## config.mk

```make
export PLATFORM = sky130hd
export DESIGN_NAME = wrr_arbiter
export DESIGN_NICKNAME = d
export VERILOG_FILES = /design/src/rtl/wrr_arb_pkg.sv /design/src/rtl/rr_pick.sv /design/src/rtl/wrr_arbiter.sv
export SDC_FILE = /design/constraint.sdc
export NUM_CORES = 1
export LEC_CHECK = 0
export BUFFER_PORTS_ARGS = -buffer_cell sky130_fd_sc_hd__buf_2
export CORE_ASPECT_RATIO = 0.5
export CORE_MARGIN = 8
export CORE_UTILIZATION = 24
export CTS_CLUSTER_SIZE = 8
export DETAILED_ROUTE_END_ITERATION = 12
export SLEW_MARGIN = 20
export SYNTH_ARGS = -nofsm -noshare
export SYNTH_HDL_FRONTEND = slang
export SYNTH_HIERARCHICAL = 1
export SYNTH_SLANG_ARGS = --single-unit
```

## constraint.sdc

```tcl
create_clock -name clk -period 7.7 [get_ports clk]
set_input_delay 0.77 -clock clk [delete_from_list [all_inputs] [get_ports clk]]
set_output_delay 0.77 -clock clk [all_outputs]
set_load 0.01 [all_outputs]
```

## src/rtl/wrr_arb_pkg.sv

```systemverilog
// Shared types and helpers for the weighted round-robin arbiter.
// Also usable by other arbiters.
package wrr_arb_pkg;

  localparam int MAX_REQ = 256;

  typedef enum logic {
    IDLE   = 1'b0,
    LOCKED = 1'b1
  } lock_state_e;

  // Index width that never collapses to zero bits.
  function automatic int clog2_min1(input int n);
    return (n <= 2) ? 1 : $clog2(n);
  endfunction

  function automatic int unsigned onehot2idx(input logic [MAX_REQ-1:0] oh);
    int unsigned idx;
    idx = 0;
    for (int i = 0; i < MAX_REQ; i++) begin
      if (oh[i]) idx = idx | i;
    end
    return idx;
  endfunction

endpackage

```

## src/rtl/rr_pick.sv

```systemverilog
// Rotating-priority picker: the lowest set bit at or after ptr wins,
// with wrap-around.
module fixed_prioritizer #(
  parameter int W = 8
) (
  input  logic [W-1:0] req,
  output logic [W-1:0] gnt
);
  assign gnt = req & (-req);
endmodule

module rr_pick
  import wrr_arb_pkg::*;
#(
  parameter int NUM_REQ = 8,
  parameter int IDX_W   = clog2_min1(NUM_REQ)
) (
  input  logic [NUM_REQ-1:0] cand,
  input  logic [IDX_W-1:0]   ptr,
  output logic [NUM_REQ-1:0] gnt_onehot
);
  logic [NUM_REQ-1:0] rot_cand;
  logic [NUM_REQ-1:0] rot_gnt;

  // Rotate so cand[ptr] sits at bit 0, pick lowest, rotate back.
  assign rot_cand = NUM_REQ'({cand, cand} >> ptr);

  fixed_prioritizer #(.W(NUM_REQ)) u_fixed (
    .req (rot_cand),
    .gnt (rot_gnt)
  );

  assign gnt_onehot = NUM_REQ'(({rot_gnt, rot_gnt} << ptr) >> NUM_REQ);
endmodule

```

## src/rtl/wrr_arbiter.sv

```systemverilog
// Weighted round-robin arbiter with per-requestor burst credits and
// optional burst locking. Grant is combinational; state moves on fire.
//   state  | meaning
//   IDLE   | arbitrate each cycle among requestors (credit-eligible first)
//   LOCKED | hold grant on owner until its req_last beat fires
module wrr_arbiter
  import wrr_arb_pkg::*;
#(
  parameter int NUM_REQ  = 8,
  parameter int WEIGHT_W = 4,
  parameter int LOCK_EN  = 1
) (
  input  logic                          clk,
  input  logic                          rst_b,
  input  logic [NUM_REQ-1:0]            req,
  input  logic [NUM_REQ-1:0]            req_last,
  input  logic [NUM_REQ*WEIGHT_W-1:0]   weight,
  input  logic                          gnt_rdy,
  output logic [NUM_REQ-1:0]            gnt,
  output logic                          gnt_vld,
  output logic [$clog2(NUM_REQ)-1:0]    gnt_idx
);
  localparam int IDX_W = clog2_min1(NUM_REQ);

  lock_state_e         lock_q, lock_d;
  logic [IDX_W-1:0]    ptr_q, ptr_d;
  logic [IDX_W-1:0]    owner_q, owner_d;
  logic [WEIGHT_W-1:0] cred_q [NUM_REQ];
  logic [WEIGHT_W-1:0] cred_d [NUM_REQ];
  logic [WEIGHT_W-1:0] weff   [NUM_REQ];

  logic [NUM_REQ-1:0]  elig, cand, pick_gnt;
  logic [IDX_W-1:0]    win;
  logic [WEIGHT_W-1:0] new_cw;
  logic                fire;

  always_comb begin
    elig = '0;
    for (int i = 0; i < NUM_REQ; i++) begin
      weff[i] = (weight[i*WEIGHT_W +: WEIGHT_W] == '0) ? WEIGHT_W'(1)
                                                     : weight[i*WEIGHT_W +: WEIGHT_W];
      elig[i] = req[i] & (cred_q[i] != '0);
    end
    cand = (elig != '0) ? elig : req;
  end

  rr_pick #(.NUM_REQ(NUM_REQ), .IDX_W(IDX_W)) u_pick (
    .cand       (cand),
    .ptr        (ptr_q),
    .gnt_onehot (pick_gnt)
  );

  always_comb begin
    gnt = pick_gnt;
    if (lock_q == LOCKED) begin
      gnt = req[owner_q] ? (NUM_REQ'(1) << owner_q) : '0;
    end
  end

  assign gnt_vld = |gnt;
  assign gnt_idx = IDX_W'(onehot2idx(MAX_REQ'(gnt)));
  assign win     = gnt_idx;
  assign fire    = gnt_vld & gnt_rdy;

  always_comb begin
    lock_d  = lock_q;
    ptr_d   = ptr_q;
    owner_d = owner_q;
    cred_d  = cred_q;
    new_cw  = '0;
    if (fire) begin
      if ((LOCK_EN != 0) && !req_last[win]) begin
        if (lock_q == IDLE) begin
          lock_d  = LOCKED;
          owner_d = win;
        end
      end else begin
        // Burst end: credits count bursts; an empty winner triggers a reload.
        lock_d = IDLE;
        if (cred_q[win] == '0) begin
          for (int j = 0; j < NUM_REQ; j++) cred_d[j] = weff[j];
          new_cw = weff[win] - WEIGHT_W'(1);
        end else begin
          new_cw = cred_q[win] - WEIGHT_W'(1);
        end
        cred_d[win] = new_cw;
        if (new_cw == '0) begin
          ptr_d = (win == IDX_W'(NUM_REQ - 1)) ? '0 : win + IDX_W'(1);
        end else begin
          ptr_d = win;
        end
      end
    end
  end

  always_ff @(posedge clk or negedge rst_b) begin
    if (!rst_b) begin
      lock_q  <= IDLE;
      ptr_q   <= '0;
      owner_q <= '0;
      for (int i = 0; i < NUM_REQ; i++) cred_q[i] <= '0;
    end else begin
      lock_q  <= lock_d;
      ptr_q   <= ptr_d;
      owner_q <= owner_d;
      for (int i = 0; i < NUM_REQ; i++) cred_q[i] <= cred_d[i];
    end
  end

endmodule
```

==> summary.txt <==
Run status
  – Status: finished clean

CTS
  – CTS Buf Count: 5
  – Root Buffer: clkbuf_16
  – Hold_buf cts: 0
  – Clk sinks: 39
  – CTS tree: done
  – Worst-Skew Late Latency: between 0.2 and 0.3 ns
  – H-tree levels: 2
  – Maximum root-to-sink buffer count: 2
  – Post-CTS setup buffers: 0
  – Gates resized, CTS repair: 0
  – Clk slew on worst S/H paths: 0.06 ns

STA
  – Max Clock Freq: 0.141 GHz
  – Slew @ Worst Pin: 0.924 ns
  – Max-slew violations: 0
  – Minimum clock period: 7.07 ns
  – Setup_tns: 0 ns
  – Final setup fails: 0
  – Fin. Hold Viols: 0
  – RSZ-0062 raised after global routing: false
  – Slew headroom: 0.384
  – Tcrit/Tclk final: 0.919
  – Worst Skew: 0.00462 ns

Placed design
  – DP Area: 4780 µm²
  – DP Wirelength: 12200 µm
  – Placed cell count: 764
  – Final RePlAce weighted congestion: 0.945
  – Port bufs: 62

Yosys
  – Mapped Area: 4270 µm²
  – Netlist cell types: 82
  – Sequential fraction of the synthesis area: 0.229
  – #FFs+latches synth: 39
  – EDFF count, synth: 0
  – Synth Area in Simple Gates: 0.209
  – Xor and xnor area share after synthesis: 0.00205
  – YS warnings: 6
  – Mapped Cells: 483
  – Synth Area in Adders: 0.0117
  – Async set-or-reset flop fraction in the synthesized netlist: 1.00
  – Post-synthesis compound-gate area fraction: 0.302
  – Most common flop cell mapped by yosys: dfrtp_1
  – Post-synthesis mux area share: 0.177
  – Average size of a mapped cell: ~8.8 µm²
  – Syn Nets: ~540
  – Main combinational cell family by area after synthesis: compound AO/OA/AOI/OAI gates

Floorplan
  – Std cell rows: 34
  – IO Count: 63
  – Core ar.: 17400 µm²
  – DIE AREA: 22600 µm²
  – Initial Utilization: 0.245
  – Die X: 205 µm
  – Die height: 110 µm

Detailed routing
  – Via count: 4433
  – Antenna Nets Post-Route: 0
  – Remaining DRCs: 0
  – Drt via density: 5.73
  – DRT Pass-1 Iters: 5
  – Initial drt markers: 432
  – Total Wirelength: ~15000 µm
  – WL/cell: 20.0 µm

Setup path
  – CP Capture Point: ptr_q[2]$_DFFE_PN0P_
  – Worst Reg-to-Reg Cells: 24
  – Crit path launch: cred_q[17]$_DFFE_PN0P_
  – Reg2reg end: ptr_q[2]$_DFFE_PN0P_
  – Data required, critical path: 7.86 ns
  – Critical path startpoint category: register
  – Worst Path Max Fanout: 14
  – Critical Path AT: 7.24 ns
  – Internal reg-to-reg setup slack: 0.63 ns
  – Worst flop-to-flop path startpoint: cred_q[17]$_DFFE_PN0P_
  – Endpoint class of the critical path: register
  – Worst setup path class: reg -> reg

Job
  – # Max-Cap Violations: 0

Layout
  – Layout Cells excl Fill: 773
  – Layout area overhead: 16.4%
  – # fillers: 1861
  – Share of cells above drive strength 1: 0.245
  – Design area: 4970 µm²
  – Nets: 592

GRT
  – Grt total ovfl: 0
  – Largest net degree at the start of global routing: 40
  – Vias in the first global route: about 4200
  – First-pass GRT wire length: 23600 µm
  – All-Layer GR Usage: 0.131
  – Antenna violations before repair: 2

Worst hold path
  – Min-Delay Path Class: reg -> reg
per-stage QoR:
stage / hold WS, ns / setup slack, ns / util
2_1_floorplan: 0.473 / 1.74 / -
3_3_place_gp: 0.526 / 0.791 / 0.275
3_5_place_dp: 0.530 / 0.793 / 0.275
4_1_cts: 0.544 / 0.804 / 0.286
5_1_grt: 0.567 / 0.214 / 0.286
6_report: 0.548 / 0.625 / 0.286
sequential cells by signal, summed over array words and instances (netlist names):
name / count
cred_q: 32
lock_q: 1
owner_q: 3
ptr_q: 3
layer usage:
metal / global-route usage / share of wire / vias to the layer above
met2: 0.209 / 0.45 / 210
met5: 0 / 0.00071 / -
met4: 0.0603 / 0.039 / 2
met3: 0.0248 / 0.072 / 40
met1: 0.173 / 0.44 / 2143
li1: - / - / 2038
how the worst min path moves through the flow:
stage | start | slack (ns) | to | cells after the start
final | cred_q[27]$_DFFE_PN0P_ | 0.55 | cred_q[27]$_DFFE_PN0P_ | 2
after global routing | cred_q[23]$_DFFE_PN0P_ | 0.57 | cred_q[23]$_DFFE_PN0P_ | 1
after CTS | cred_q[23]$_DFFE_PN0P_ | 0.54 | cred_q[23]$_DFFE_PN0P_ | 1
after detailed placement | cred_q[23]$_DFFE_PN0P_ | 0.53 | cred_q[23]$_DFFE_PN0P_ | 1
after global placement | cred_q[23]$_DFFE_PN0P_ | 0.53 | cred_q[23]$_DFFE_PN0P_ | 1
after floorplan | rst_b | 0.47 | cred_q[0]$_DFFE_PN0P_ | 0
cell usage in the layout, fill, tap and decap left out, types with 4 or more instances in the layout:
master,n
or3_1,5
o21a_1,13
mux4_1,12
nand4_1,4
o32ai_1,7
a221oi_1,4
o22a_1,7
inv_1,22
o22ai_1,19
nand3_1,15
o21ai_0,17
nor3_1,20
nand2_1,34
a21oi_1,33
buf_4,14
mux4_2,4
a211o_1,8
mux2i_1,11
buf_2,62
mux2_2,20
nor2b_1,4
nor2_1,38
nand2b_1,4
ha_1,4
a22oi_1,7
clkbuf_16,5
a211oi_1,10
nand4b_1,4
dfrtp_1,39
o41ai_1,5
o21ai_1,6
and2_1,6
o211ai_1,4
or4_1,4
cells by family after synthesis:
| family | Yosys count |
|---|---|
| fa+ha+maj | 4 |
| xor+xnor | 1 |
| compound gates | 174 |
| mux | 48 |
| simple gates | 164 |
| buf+inv | 53 |
| flops | 39 |
synth_stat cells, types with 5 or more instances:
| cell | n | area, µm² |
|---|---|---|
| nand3_1 | 15 | 75.1 |
| or3_1 | 5 | 31.3 |
| o21a_1 | 13 | 97.6 |
| mux4_1 | 12 | 315 |
| a21oi_1 | 33 | 165 |
| a211oi_1 | 10 | 75.1 |
| o22ai_1 | 19 | 119 |
| buf_6 | 7 | 78.8 |
| and2_1 | 6 | 37.5 |
| o21ai_1 | 6 | 30.0 |
| nand2_1 | 34 | 128 |
| mux2_2 | 20 | 225 |
| nor3_1 | 20 | 100 |
| a211o_1 | 8 | 70.1 |
| a22oi_1 | 7 | 52.6 |
| mux2i_1 | 11 | 110 |
| o21ai_0 | 17 | 85.1 |
| dfrtp_1 | 39 | 976 |
| o41ai_1 | 5 | 43.8 |
| o32ai_1 | 7 | 61.3 |
| nor2_1 | 38 | 143 |
| o22a_1 | 7 | 61.3 |
| buf_2 | 13 | 65.1 |
| inv_1 | 22 | 82.6 |
critical path, stage by stage (launching register included):
cell	delay (ns)
dfrtp_1	0.40
or4_1	0.64
a22oi_1	0.20
nand3_1	0.09
nor2_1	0.41
o21a_1	0.23
mux4_1	0.28
mux2_2	0.24
nor4_2	0.08
and3b_2	0.23
mux4_2	0.47
mux2_2	0.34
nor4_2	0.55
o2bb2ai_4	0.21
nor2_8	0.23
inv_4	0.12
mux2i_1	0.20
a221oi_2	0.58
nor3_1	0.13
a21boi_0	0.29
ha_1	0.22
xnor2_1	0.30
buf_4	0.29
nand4b_1	0.14
nand3_1	0.08
layout make-up:
type	instances	area (µm²)	share of cell area
antenna	1	2.50	0.000503
clock buffer	6	129	0.0259
clock inverter	2	60.1	0.0121
inverter	24	92.6	0.0186
multi-input combinational	391	3000	0.604
sequential	39	976	0.196
tap	234	293	0.0589
timing repair buffer	76	415	0.0836
Power is not shown: default switching activity piles up to over one toggle a cycle in this logic, so the estimate is an artifact.
